## config.mk

```make
export PLATFORM = sky130hd
export DESIGN_NAME = pipe_ctrl_unit
export DESIGN_NICKNAME = d
export VERILOG_FILES = /design/src/rtl/pipe_ctrl_unit_pkg.sv /design/src/rtl/pipe_ctrl_unit_decoder.sv /design/src/rtl/pipe_ctrl_unit.sv
export SDC_FILE = /design/constraint.sdc
export NUM_CORES = 1
export LEC_CHECK = 0
export CORE_ASPECT_RATIO = 1.5
export CORE_MARGIN = 2
export CORE_UTILIZATION = 40
export DETAILED_ROUTE_END_ITERATION = 6
export PLACE_DENSITY = 0.83
export SETUP_SLACK_MARGIN = 0.4
export SKIP_LAST_GASP = 1
export SLEW_MARGIN = 5
export SYNTH_ARGS = -nofsm -noshare
export SYNTH_HDL_FRONTEND = slang
export SYNTH_HIERARCHICAL = 1
export SYNTH_SLANG_ARGS = --single-unit
```

## constraint.sdc

```tcl
create_clock -name clk -period 4.1 [get_ports clk]
set_input_delay 1.025 -clock clk [delete_from_list [all_inputs] [get_ports clk]]
set_output_delay 1.025 -clock clk [all_outputs]
set_load 0.01 [all_outputs]
```

## src/rtl/pipe_ctrl_unit_pkg.sv

```systemverilog
// Shared types, opcode patterns and helpers for the pipeline control unit.
package cpu_ctrl_pkg;

    localparam int CTRL_REG_W = 5;

    typedef enum logic [2:0] {
        ALU_PASS_B = 3'b000,
        ALU_ADD    = 3'b010,
        ALU_SUB    = 3'b011,
        ALU_AND    = 3'b100,
        ALU_OR     = 3'b101,
        ALU_XOR    = 3'b110
    } alu_op_t;

    typedef enum logic [1:0] {
        MTR_ALU = 2'b00,
        MTR_MEM = 2'b01,
        MTR_PC4 = 2'b10
    } mem_to_reg_t;

    // Immediate format selected in ID.
    typedef enum logic [1:0] {
        IMM_I  = 2'b00,
        IMM_D  = 2'b01,
        IMM_B  = 2'b10,
        IMM_CB = 2'b11
    } imm_sel_t;

    typedef struct packed {
        logic     reg2loc;
        logic     reg3loc;
        imm_sel_t imm_sel;
        logic     is_branch;
        logic     uncond_br;
        logic     br_taken;
    } ctrl_id_t;

    typedef struct packed {
        logic    alu_src;
        alu_op_t alu_op;
        logic    flag_set;
    } ctrl_ex_t;

    typedef struct packed {
        logic mem_write;
        logic read_en;
    } ctrl_mem_t;

    typedef struct packed {
        logic                  reg_write;
        mem_to_reg_t           mem_to_reg;
        logic [CTRL_REG_W-1:0] wb_rd;
    } ctrl_wb_t;

    // Opcode patterns on instr[31:21]; '?' bits are don't-care in casez.
    localparam logic [10:0] OP_ADDI = 11'b1001000100?;
    localparam logic [10:0] OP_ADDS = 11'b10101011000;
    localparam logic [10:0] OP_SUBS = 11'b11101011000;
    localparam logic [10:0] OP_LDUR = 11'b11111000010;
    localparam logic [10:0] OP_STUR = 11'b11111000000;
    localparam logic [10:0] OP_B    = 11'b000101?????;
    localparam logic [10:0] OP_BL   = 11'b100101?????;
    localparam logic [10:0] OP_BLT  = 11'b0101010????;
    localparam logic [10:0] OP_CBZ  = 11'b10110100???;
    localparam logic [10:0] OP_BR   = 11'b11010110000;

    // True when a load destination feeds a source actually read in ID.
    function automatic logic load_use_hit(
        input logic [CTRL_REG_W-1:0] ex_rd,
        input logic [CTRL_REG_W-1:0] rn,
        input logic [CTRL_REG_W-1:0] rm,
        input logic                  reads_rn,
        input logic                  reads_rm,
        input logic [CTRL_REG_W-1:0] zero_reg
    );
        logic hit;
        if (ex_rd == zero_reg) begin
            hit = 1'b0;
        end else begin
            hit = (reads_rn && (ex_rd == rn)) || (reads_rm && (ex_rd == rm));
        end
        return hit;
    endfunction

endpackage

```

## src/rtl/pipe_ctrl_unit_decoder.sv

```systemverilog
// Pure combinational opcode decoder; every unlisted opcode yields an all-zero NOP.
module ctrl_decoder
    import cpu_ctrl_pkg::*;
(
    input  logic [10:0] opcode,
    output ctrl_id_t    id_ctrl,
    output ctrl_ex_t    ex_ctrl,
    output ctrl_mem_t   mem_ctrl,
    output ctrl_wb_t    wb_ctrl,
    output logic        reads_rn,
    output logic        reads_rm,
    output logic        is_cbz,
    output logic        is_blt,
    output logic        illegal
);

    // Opcode to control-word table; defaults give the safe NOP.
    always_comb begin
        id_ctrl  = '0;
        ex_ctrl  = '0;
        mem_ctrl = '0;
        wb_ctrl  = '0;
        reads_rn = 1'b0;
        reads_rm = 1'b0;
        is_cbz   = 1'b0;
        is_blt   = 1'b0;
        illegal  = 1'b0;
        casez (opcode)
            OP_ADDI: begin
                id_ctrl.imm_sel   = IMM_I;
                ex_ctrl.alu_src   = 1'b1;
                ex_ctrl.alu_op    = ALU_ADD;
                wb_ctrl.reg_write = 1'b1;
                reads_rn          = 1'b1;
            end
            OP_ADDS: begin
                id_ctrl.reg2loc   = 1'b1;
                ex_ctrl.alu_op    = ALU_ADD;
                ex_ctrl.flag_set  = 1'b1;
                wb_ctrl.reg_write = 1'b1;
                reads_rn          = 1'b1;
                reads_rm          = 1'b1;
            end
            OP_SUBS: begin
                id_ctrl.reg2loc   = 1'b1;
                ex_ctrl.alu_op    = ALU_SUB;
                ex_ctrl.flag_set  = 1'b1;
                wb_ctrl.reg_write = 1'b1;
                reads_rn          = 1'b1;
                reads_rm          = 1'b1;
            end
            OP_LDUR: begin
                id_ctrl.imm_sel    = IMM_D;
                ex_ctrl.alu_src    = 1'b1;
                ex_ctrl.alu_op     = ALU_ADD;
                mem_ctrl.read_en   = 1'b1;
                wb_ctrl.reg_write  = 1'b1;
                wb_ctrl.mem_to_reg = MTR_MEM;
                reads_rn           = 1'b1;
            end
            OP_STUR: begin
                id_ctrl.imm_sel    = IMM_D;
                ex_ctrl.alu_src    = 1'b1;
                ex_ctrl.alu_op     = ALU_ADD;
                mem_ctrl.mem_write = 1'b1;
                reads_rn           = 1'b1;
                reads_rm           = 1'b1;
            end
            OP_B: begin
                id_ctrl.imm_sel   = IMM_B;
                id_ctrl.is_branch = 1'b1;
                id_ctrl.uncond_br = 1'b1;
                id_ctrl.br_taken  = 1'b1;
            end
            OP_BL: begin
                id_ctrl.reg3loc    = 1'b1;
                id_ctrl.imm_sel    = IMM_B;
                id_ctrl.is_branch  = 1'b1;
                id_ctrl.uncond_br  = 1'b1;
                id_ctrl.br_taken   = 1'b1;
                wb_ctrl.reg_write  = 1'b1;
                wb_ctrl.mem_to_reg = MTR_PC4;
            end
            OP_BLT: begin
                id_ctrl.imm_sel   = IMM_CB;
                id_ctrl.is_branch = 1'b1;
                is_blt            = 1'b1;
            end
            OP_CBZ: begin
                id_ctrl.imm_sel   = IMM_CB;
                id_ctrl.is_branch = 1'b1;
                ex_ctrl.alu_op    = ALU_PASS_B;
                reads_rm          = 1'b1;
                is_cbz            = 1'b1;
            end
            OP_BR: begin
                id_ctrl.is_branch = 1'b1;
                id_ctrl.uncond_br = 1'b1;
                id_ctrl.br_taken  = 1'b1;
                reads_rn          = 1'b1;
            end
            11'b00000000000: begin
                illegal = 1'b0;
            end
            default: begin
                illegal = 1'b1;
            end
        endcase
    end

endmodule

```

## src/rtl/pipe_ctrl_unit.sv

```systemverilog
// Pipeline control: decode, load-use hazard, branch resolution, NZVC flags and stage registers.
module pipe_ctrl_unit
    import cpu_ctrl_pkg::*;
#(
    parameter int REG_W      = 5,
    parameter int ZERO_REG   = 31,
    parameter int DELAY_SLOT = 1,
    parameter int LU_STALL   = 1
) (
    input  logic             clk,
    input  logic             reset,
    input  logic [10:0]      id_opcode,
    input  logic [REG_W-1:0] id_rn,
    input  logic [REG_W-1:0] id_rm_rd,
    input  logic [REG_W-1:0] id_rd,
    input  logic             id_cbz_zero,
    input  logic             alu_n,
    input  logic             alu_z,
    input  logic             alu_v,
    input  logic             alu_c,
    output ctrl_id_t         id_ctrl,
    output ctrl_ex_t         ex_ctrl,
    output ctrl_mem_t        mem_ctrl,
    output ctrl_wb_t         wb_ctrl,
    output logic             pc_hold,
    output logic             ifid_hold,
    output logic             ifid_flush,
    output logic             illegal_op,
    output logic [3:0]       flags_q
);

    localparam logic [31:0] ZERO_REG_V = ZERO_REG;
    localparam logic [CTRL_REG_W-1:0] ZERO_ID = ZERO_REG_V[CTRL_REG_W-1:0];

    ctrl_id_t  dec_id_s;
    ctrl_ex_t  dec_ex_s;
    ctrl_mem_t dec_mem_s;
    ctrl_wb_t  dec_wb_s;
    logic      reads_rn_s;
    logic      reads_rm_s;
    logic      is_cbz_s;
    logic      is_blt_s;
    logic      illegal_s;
    logic      stall_s;
    logic [3:0] fwd_flags_s;
    ctrl_wb_t  id_wb_s;

    ctrl_ex_t  idex_ex_r;
    ctrl_mem_t idex_mem_r;
    ctrl_wb_t  idex_wb_r;
    ctrl_mem_t exmem_mem_r;
    ctrl_wb_t  exmem_wb_r;
    ctrl_wb_t  memwb_wb_r;
    logic [3:0] flags_r;

    ctrl_decoder u_dec (
        .opcode   (id_opcode),
        .id_ctrl  (dec_id_s),
        .ex_ctrl  (dec_ex_s),
        .mem_ctrl (dec_mem_s),
        .wb_ctrl  (dec_wb_s),
        .reads_rn (reads_rn_s),
        .reads_rm (reads_rm_s),
        .is_cbz   (is_cbz_s),
        .is_blt   (is_blt_s),
        .illegal  (illegal_s)
    );

    // Attach the destination id only to writers so NOPs stay all-zero.
    always_comb begin
        id_wb_s = dec_wb_s;
        if (dec_wb_s.reg_write) begin
            id_wb_s.wb_rd = id_rd;
        end else begin
            id_wb_s.wb_rd = '0;
        end
    end

    // Forward flags from an EX instruction that sets them; otherwise use the register.
    always_comb begin
        if (idex_ex_r.flag_set) begin
            fwd_flags_s = {alu_n, alu_z, alu_v, alu_c};
        end else begin
            fwd_flags_s = flags_r;
        end
    end

    // Load in EX whose destination is read by the ID instruction.
    always_comb begin
        if ((LU_STALL != 0) && idex_mem_r.read_en) begin
            stall_s = load_use_hit(idex_wb_r.wb_rd, id_rn, id_rm_rd,
                                   reads_rn_s, reads_rm_s, ZERO_ID);
        end else begin
            stall_s = 1'b0;
        end
    end

    // Resolve branch direction in ID; a stall suppresses any taken branch.
    always_comb begin
        id_ctrl = dec_id_s;
        if (stall_s) begin
            id_ctrl.br_taken = 1'b0;
        end else if (is_cbz_s) begin
            id_ctrl.br_taken = id_cbz_zero;
        end else if (is_blt_s) begin
            id_ctrl.br_taken = fwd_flags_s[3] ^ fwd_flags_s[1];
        end else begin
            id_ctrl.br_taken = dec_id_s.br_taken;
        end
    end

    // Flush IF/ID on a taken branch only when there is no delay slot.
    always_comb begin
        if (DELAY_SLOT == 0) begin
            ifid_flush = id_ctrl.br_taken & ~stall_s;
        end else begin
            ifid_flush = 1'b0;
        end
    end

    assign pc_hold    = stall_s;
    assign ifid_hold  = stall_s;
    assign illegal_op = illegal_s;
    assign ex_ctrl    = idex_ex_r;
    assign mem_ctrl   = exmem_mem_r;
    assign wb_ctrl    = memwb_wb_r;
    assign flags_q    = flags_r;

    // Stage registers and flag register; reset clears every in-flight control word.
    always_ff @(posedge clk) begin
        if (reset) begin
            idex_ex_r   <= '0;
            idex_mem_r  <= '0;
            idex_wb_r   <= '0;
            exmem_mem_r <= '0;
            exmem_wb_r  <= '0;
            memwb_wb_r  <= '0;
            flags_r     <= 4'b0000;
        end else begin
            if (stall_s) begin
                idex_ex_r  <= '0;
                idex_mem_r <= '0;
                idex_wb_r  <= '0;
            end else begin
                idex_ex_r  <= dec_ex_s;
                idex_mem_r <= dec_mem_s;
                idex_wb_r  <= id_wb_s;
            end
            exmem_mem_r <= idex_mem_r;
            exmem_wb_r  <= idex_wb_r;
            memwb_wb_r  <= exmem_wb_r;
            if (idex_ex_r.flag_set) begin
                flags_r <= {alu_n, alu_z, alu_v, alu_c};
            end else begin
                flags_r <= flags_r;
            end
        end
    end

endmodule

```

## Word level (Yosys, flattened, before mapping)

Index checks and enable logic that the tools add are counted.

| storage, ports and cells | value |
|---|---|
| input bits | 33 |
| output and inout port bits | 30 |
| logic and storage cells | 73 |
| register bits | 37 |

| cells by class | value |
|---|---|
| equal/unequal tests | 13 |
| multiplexer cells | 22 |
| reductions and logical operators | 18 |
| bitwise gates (word level) | 2 |

Operators with widths:

| cell | number |
|---|---|
| == test 11 bit (second input constant) | 5 |
| 2-to-1 mux 1 bit | 17 |
| logical NOT 11 bit | 1 |
| OR reduction 11 bit | 1 |
| == test 10 bit (second input constant) | 1 |
| == test 5 bit | 2 |
| OR reduction 2 bit | 5 |
| OR reduction 5 bit | 2 |
| OR reduction 3 bit | 3 |
| == test 8 bit (second input constant) | 1 |
| case mux 2 bit (2 select lines) | 2 |
| OR reduction 4 bit | 2 |
| == test 7 x 6 -> 1 bit (second input constant) | 1 |
| == test 6 x 3 -> 1 bit (second input constant) | 1 |
| == test 6 bit (second input constant) | 1 |
| case mux 2 bit (3 select lines) | 1 |
| OR reduction 6 bit | 1 |
| == test 5 bit (second input constant) | 1 |
| 2-to-1 mux 4 bit | 1 |
| logical AND 1 bit | 2 |
| 2-to-1 mux 2 bit | 1 |
| logical OR 1 bit | 1 |
| NOT 1 bit | 1 |
| XOR 1 bit | 1 |

## Depth between registers and ports, before layout

Gate-level depths: netlist of run 1.

| logic depth | value |
|---|---|
| depth after elaboration | 8 |
| gate-level depth with buffers | 8 |

## Cells and area by module

The synthesis of run 1 kept the hierarchy.

By module, submodules not included:

| module | area an instance (µm²) | instances | cells an instance |
|---|---|---|---|
| pipe_ctrl_unit | 1,323.8 | 1 | 129 |
| ctrl_decoder | 371.6 | 1 | 59 |

## Worst setup path after synthesis of run 1

No wires, ideal clock.

| timing path | value |
|---|---|
| kind | input to output |
| from | in id_opcode[2] |
| to | out pc_hold |
| cell stages on the path | 8 |
| data required time | 3,075 ps |
| slack | 308 ps |
| arrival time | 2,767 ps |
| cells stage by stage | or4b_1 or3_4 a21o_1 nand2_1 nand2_1 o22ai_4 and2_1 buf_4 |

| on the way | value |
|---|---|
| word-level cells in the longest chain between the ends | 7 |
| elaborated cells on any way between the ends | 15 |
| those cells by class | eq/ne: 6; mux: 4; reduce/logical: 5 |

Ends and longest elaborated chain:

| item | line | text |
|---|---|---|
| from (decl) | pipe_ctrl_unit.sv:12 | `input logic [10:0] id_opcode,` |
| == test 11 bit | pipe_ctrl_unit_decoder.sv:28 | `casez (opcode)` |
| OR reduction 4 bit (no source line) * | - |  |
| 2-to-1 mux 1 bit * | pipe_ctrl_unit_decoder.sv:28 |  |
| net reads_rm_s | pipe_ctrl_unit.sv:40 | `logic reads_rm_s;` |
| logical AND 1 bit * | pipe_ctrl_unit_pkg.sv:80 | `hit = (reads_rn && (ex_rd == rn)) \|\| (reads_rm && (ex_rd == rm));` |
| logical OR 1 bit * | pipe_ctrl_unit_pkg.sv:80 |  |
| 2-to-1 mux 1 bit * | pipe_ctrl_unit_pkg.sv:77 | `if (ex_rd == zero_reg) begin` |
| 2-to-1 mux 1 bit * | pipe_ctrl_unit.sv:90 | `if ((LU_STALL != 0) && idex_mem_r.read_en) begin` |
| to (decl) | pipe_ctrl_unit.sv:25 | `output logic pc_hold,` |

The timed path passes the listed nets; every way through them passes the cells marked *.

==> Flow_metrics.wiki, run 1 <==
{| class="wikitable"
! Metric !! Value
|-
| Outcome || complete, no violations
|-
| Ports || 63
|-
| Critical path class || in -> out
|-
| Clock insertion delay at the later pin of the skew report || 0.28 ns
|-
| Power per Cell Area || 264 nW/µm²
|-
| Worst reg2reg setup slack || 2.54 ns
|-
| Finished layout cell area || 2610 µm²
|-
| Worst Skew || 0.00284 ns
|-
| Lkg Pwr || 1.07 nW
|-
| Initial detailed-routing violation count || 33
|-
| Final Slew Violations || 0
|-
| Share of final-layout standard cells stronger than drive strength 1 || 23.5%
|-
| Count of standard-cell rows || 28
|-
| Count of port buffers added during placement || 61
|-
| Total global-route track usage || 17.5%
|-
| Maximum number of buffers from clock root to sink || 2
|-
| Root buf cell || clkbuf_8
|-
| Cell Chain, Critical Path || buf_6, or4b_1, or3_4, a21o_1, nand2_1, nand2_2, o22ai_4, a222oi_1, buf_2
|-
| Vias in the first global route || 1537
|-
| FILL cells || 323
|-
| Kind of end point of the critical path || primary output
|-
| CTS Buf Count || 5
|-
| Total clock sinks || 37
|-
| Detail-routed via count per cell || 5.02
|-
| Reg2Reg Capture Point || idex_wb_r[7]
|-
| Required time at the endpoint of the critical path || 3.07 ns
|-
| Final hold violation count || 0
|-
| End point of the critical path || id_ctrl[0]
|-
| Net count after synthesis || 216
|-
| Peak clock frequency supported by timing || 261 MHz
|-
| Antenna diode count || 0
|-
| Worst hold start || idex_wb_r[5]
|-
| Max FO, Critical Path || 4
|-
| Placement Cell Area || 2430 µm²
|-
| Worst reg2reg path depth || 6
|-
| Storage cell area || 741 µm²
|-
| Total via count in the routed design || 1570
|-
| Startpoint class of the critical path || input port
|-
| Half-perimeter wire length after placement || 3000 µm
|-
| Worst-path cell with the longest stage delay || or4b_1
|-
| Area of combinational cells with multiple inputs || 905 µm²
|-
| Largest net degree at the start of global routing || 25
|-
| Final weighted congestion in routability-driven placement || 0.927
|-
| Synth Instances || 183
|-
| Family with the most delay on the worst path || simple AND/OR/NAND/NOR gates
|-
| Remaining number of nets flagged by the antenna check after routing || 0
|-
| Pre-CTS setup slack || -0.491 ns
|-
| Kind of path behind the tightest hold check || reg -> reg
|-
| Maximum resistive drop on vdd || 0.263 mV
|-
| Final hold slack || 0.438 ns
|-
| Width of the die || 56.6 µm
|-
| Max-Slew Margin vs Limit || 64.6%
|-
| Initial Utilization || 41.9%
|-
| First-pass GRT wire length || 6430 µm
|-
| DR WL/cell || 12.5 µm
|-
| Post-synthesis instance area || 1660 µm²
|-
| Worst-case setup margin in the final layout || 0.265 ns
|-
| Start point of the critical path || id_opcode[2]
|-
| Data arrival time of the critical path || 2.81 ns
|-
| Clock tree from TritonCTS || done
|-
| Critical path depth || 9
|-
| Startpoint of the worst-slack reg-to-reg timing path || idex_wb_r[4]
|-
| RSZ-0062 raised after global routing || yes
|-
| Area of the die || 4690 µm²
|-
| Total wire length after detailed routing || 3920 µm
|-
| Number of antenna violations at the first check in global routing || 0
|-
| NumNets Final || 301
|-
| Syn. warnings || 6
|-
| CTS clk-pin slew, worst paths || 0.07 ns
|-
| Largest stage delay, worst path || 0.51 ns
|-
| Final Critical Period || 3.83 ns
|-
| Remaining design rule violation count || 0
|-
| Number of violations of the max-capacitance limit || 0
|-
| Number of setup violations in the final report || 0
|-
| Congestion Overflow GR || 0
|-
| Pre-Repair DR Iteration Count || 4
|-
| Period Utilization, post-route || 93.5%
|-
| Standard cell core area || 3960 µm²
|-
| Area delta synth->final || 57.2%
|-
| CTS H-Tree Depth || 2
|-
| Vertical die dimension || 82.8 µm
|-
| Worst-margin pin slew || 0.531 ns
|-
| Post-synthesis average cell area || 9.06 µm²
|-
| Count of buffer and inverter cells on the critical path || 2
|}
==> state kept, by name (all words and copies together) (netlist names) <==
register	count
mem_ctrl	2
idex_wb_r	8
idex_mem_r	2
ex_ctrl	5
exmem_wb_r	8
flags_q	4
wb_ctrl	8
==> how the worst min path moves through the flow <==
stage / to / slack, ns / cells past startpoint
final: exmem_wb_r[5] / 0.44 / 1
after global routing: wb_ctrl[7] / 0.45 / 1
after floorplan: exmem_wb_r[5] / 0.41 / 1
after CTS: exmem_wb_r[5] / 0.44 / 1
after global placement: wb_ctrl[0] / 0.42 / 1
after detailed placement: exmem_wb_r[5] / 0.43 / 1
==> repair_timing <==
action	CTS	global route
gates resized for setup	47	15
buffers inserted	2	3
cloned	0	0
endpoints found under the setup margin	10	8
pin swaps	9	7
hold buffers	0	0
==> cells in the final DEF, fill, tap and decap left out, drive strengths merged, types with 2 or more instances in the layout <==
cell and count:
clkdlybuf4s50 44, dfxtp 37, buf 37, nor2b 19, a21oi 18, nand2 16
nand2b 12, xnor2 11, clkbuf 9, nor2 6, nand3 5, inv 5
dlygate4sd2 5, nor3 5, mux2i 4, nand4 3, or3 3, o21a 2
conb 2, nor3b 2, o21ai 2, nand4bb 2, nor4 2, nor4b 2
==> stage by stage <==
step / total power [W] / util [%] / std cells / TNS (ns)
3_5_place_dp: 0.000445 / 61.4 / 301 / -1.58
3_3_place_gp: 0.000444 / 61.4 / 301 / -1.45
2_1_floorplan: 0.000393 / - / 183 / 0
4_1_cts: 0.000686 / 63.6 / 310 / 0
6_report: 0.000688 / 65.8 / 313 / 0
5_1_grt: 0.000718 / 65.8 / 313 / 0
==> final cells by class <==
cell class	instances	area share [%]
Multi-Input combinational cell	129	34.7
Timing Repair Buffer	90	30.7
Sequential cell	37	28.4
Clock buffer	7	3.31
Tap cell	45	2.16
Inverter	5	0.720
==> power breakdown <==
group	total (W)	internal, W	switching (W)
logic	0.0000803	0.0000489	0.0000314
registers	0.000361	0.000361	0.000000480
clock network	0.000247	0.000133	0.000114
==> metal layers <==
metal  track usage [%]  vias to the layer above  wire, µm
met4              8.66                        0       111
met3              4.67                       10       216
met5                 0                        -         0
met1              17.1                      726      1440
met2              32.6                       56      2150
li1                  -                      778         -
Note: power is estimated with default switching activity, not from simulation.
==> run 2: changes to the inputs <==
--- a/config.mk
+++ b/config.mk
@@ -12,7 +12,6 @@
 export PLACE_DENSITY = 0.83
 export SETUP_SLACK_MARGIN = 0.4
 export SKIP_LAST_GASP = 1
-export SLEW_MARGIN = 5
 export SYNTH_ARGS = -nofsm -noshare
 export SYNTH_HDL_FRONTEND = slang
 export SYNTH_HIERARCHICAL = 1
==> results of run 2 <==
No change in the layout: final DEF, timing and power equal those of run 1.
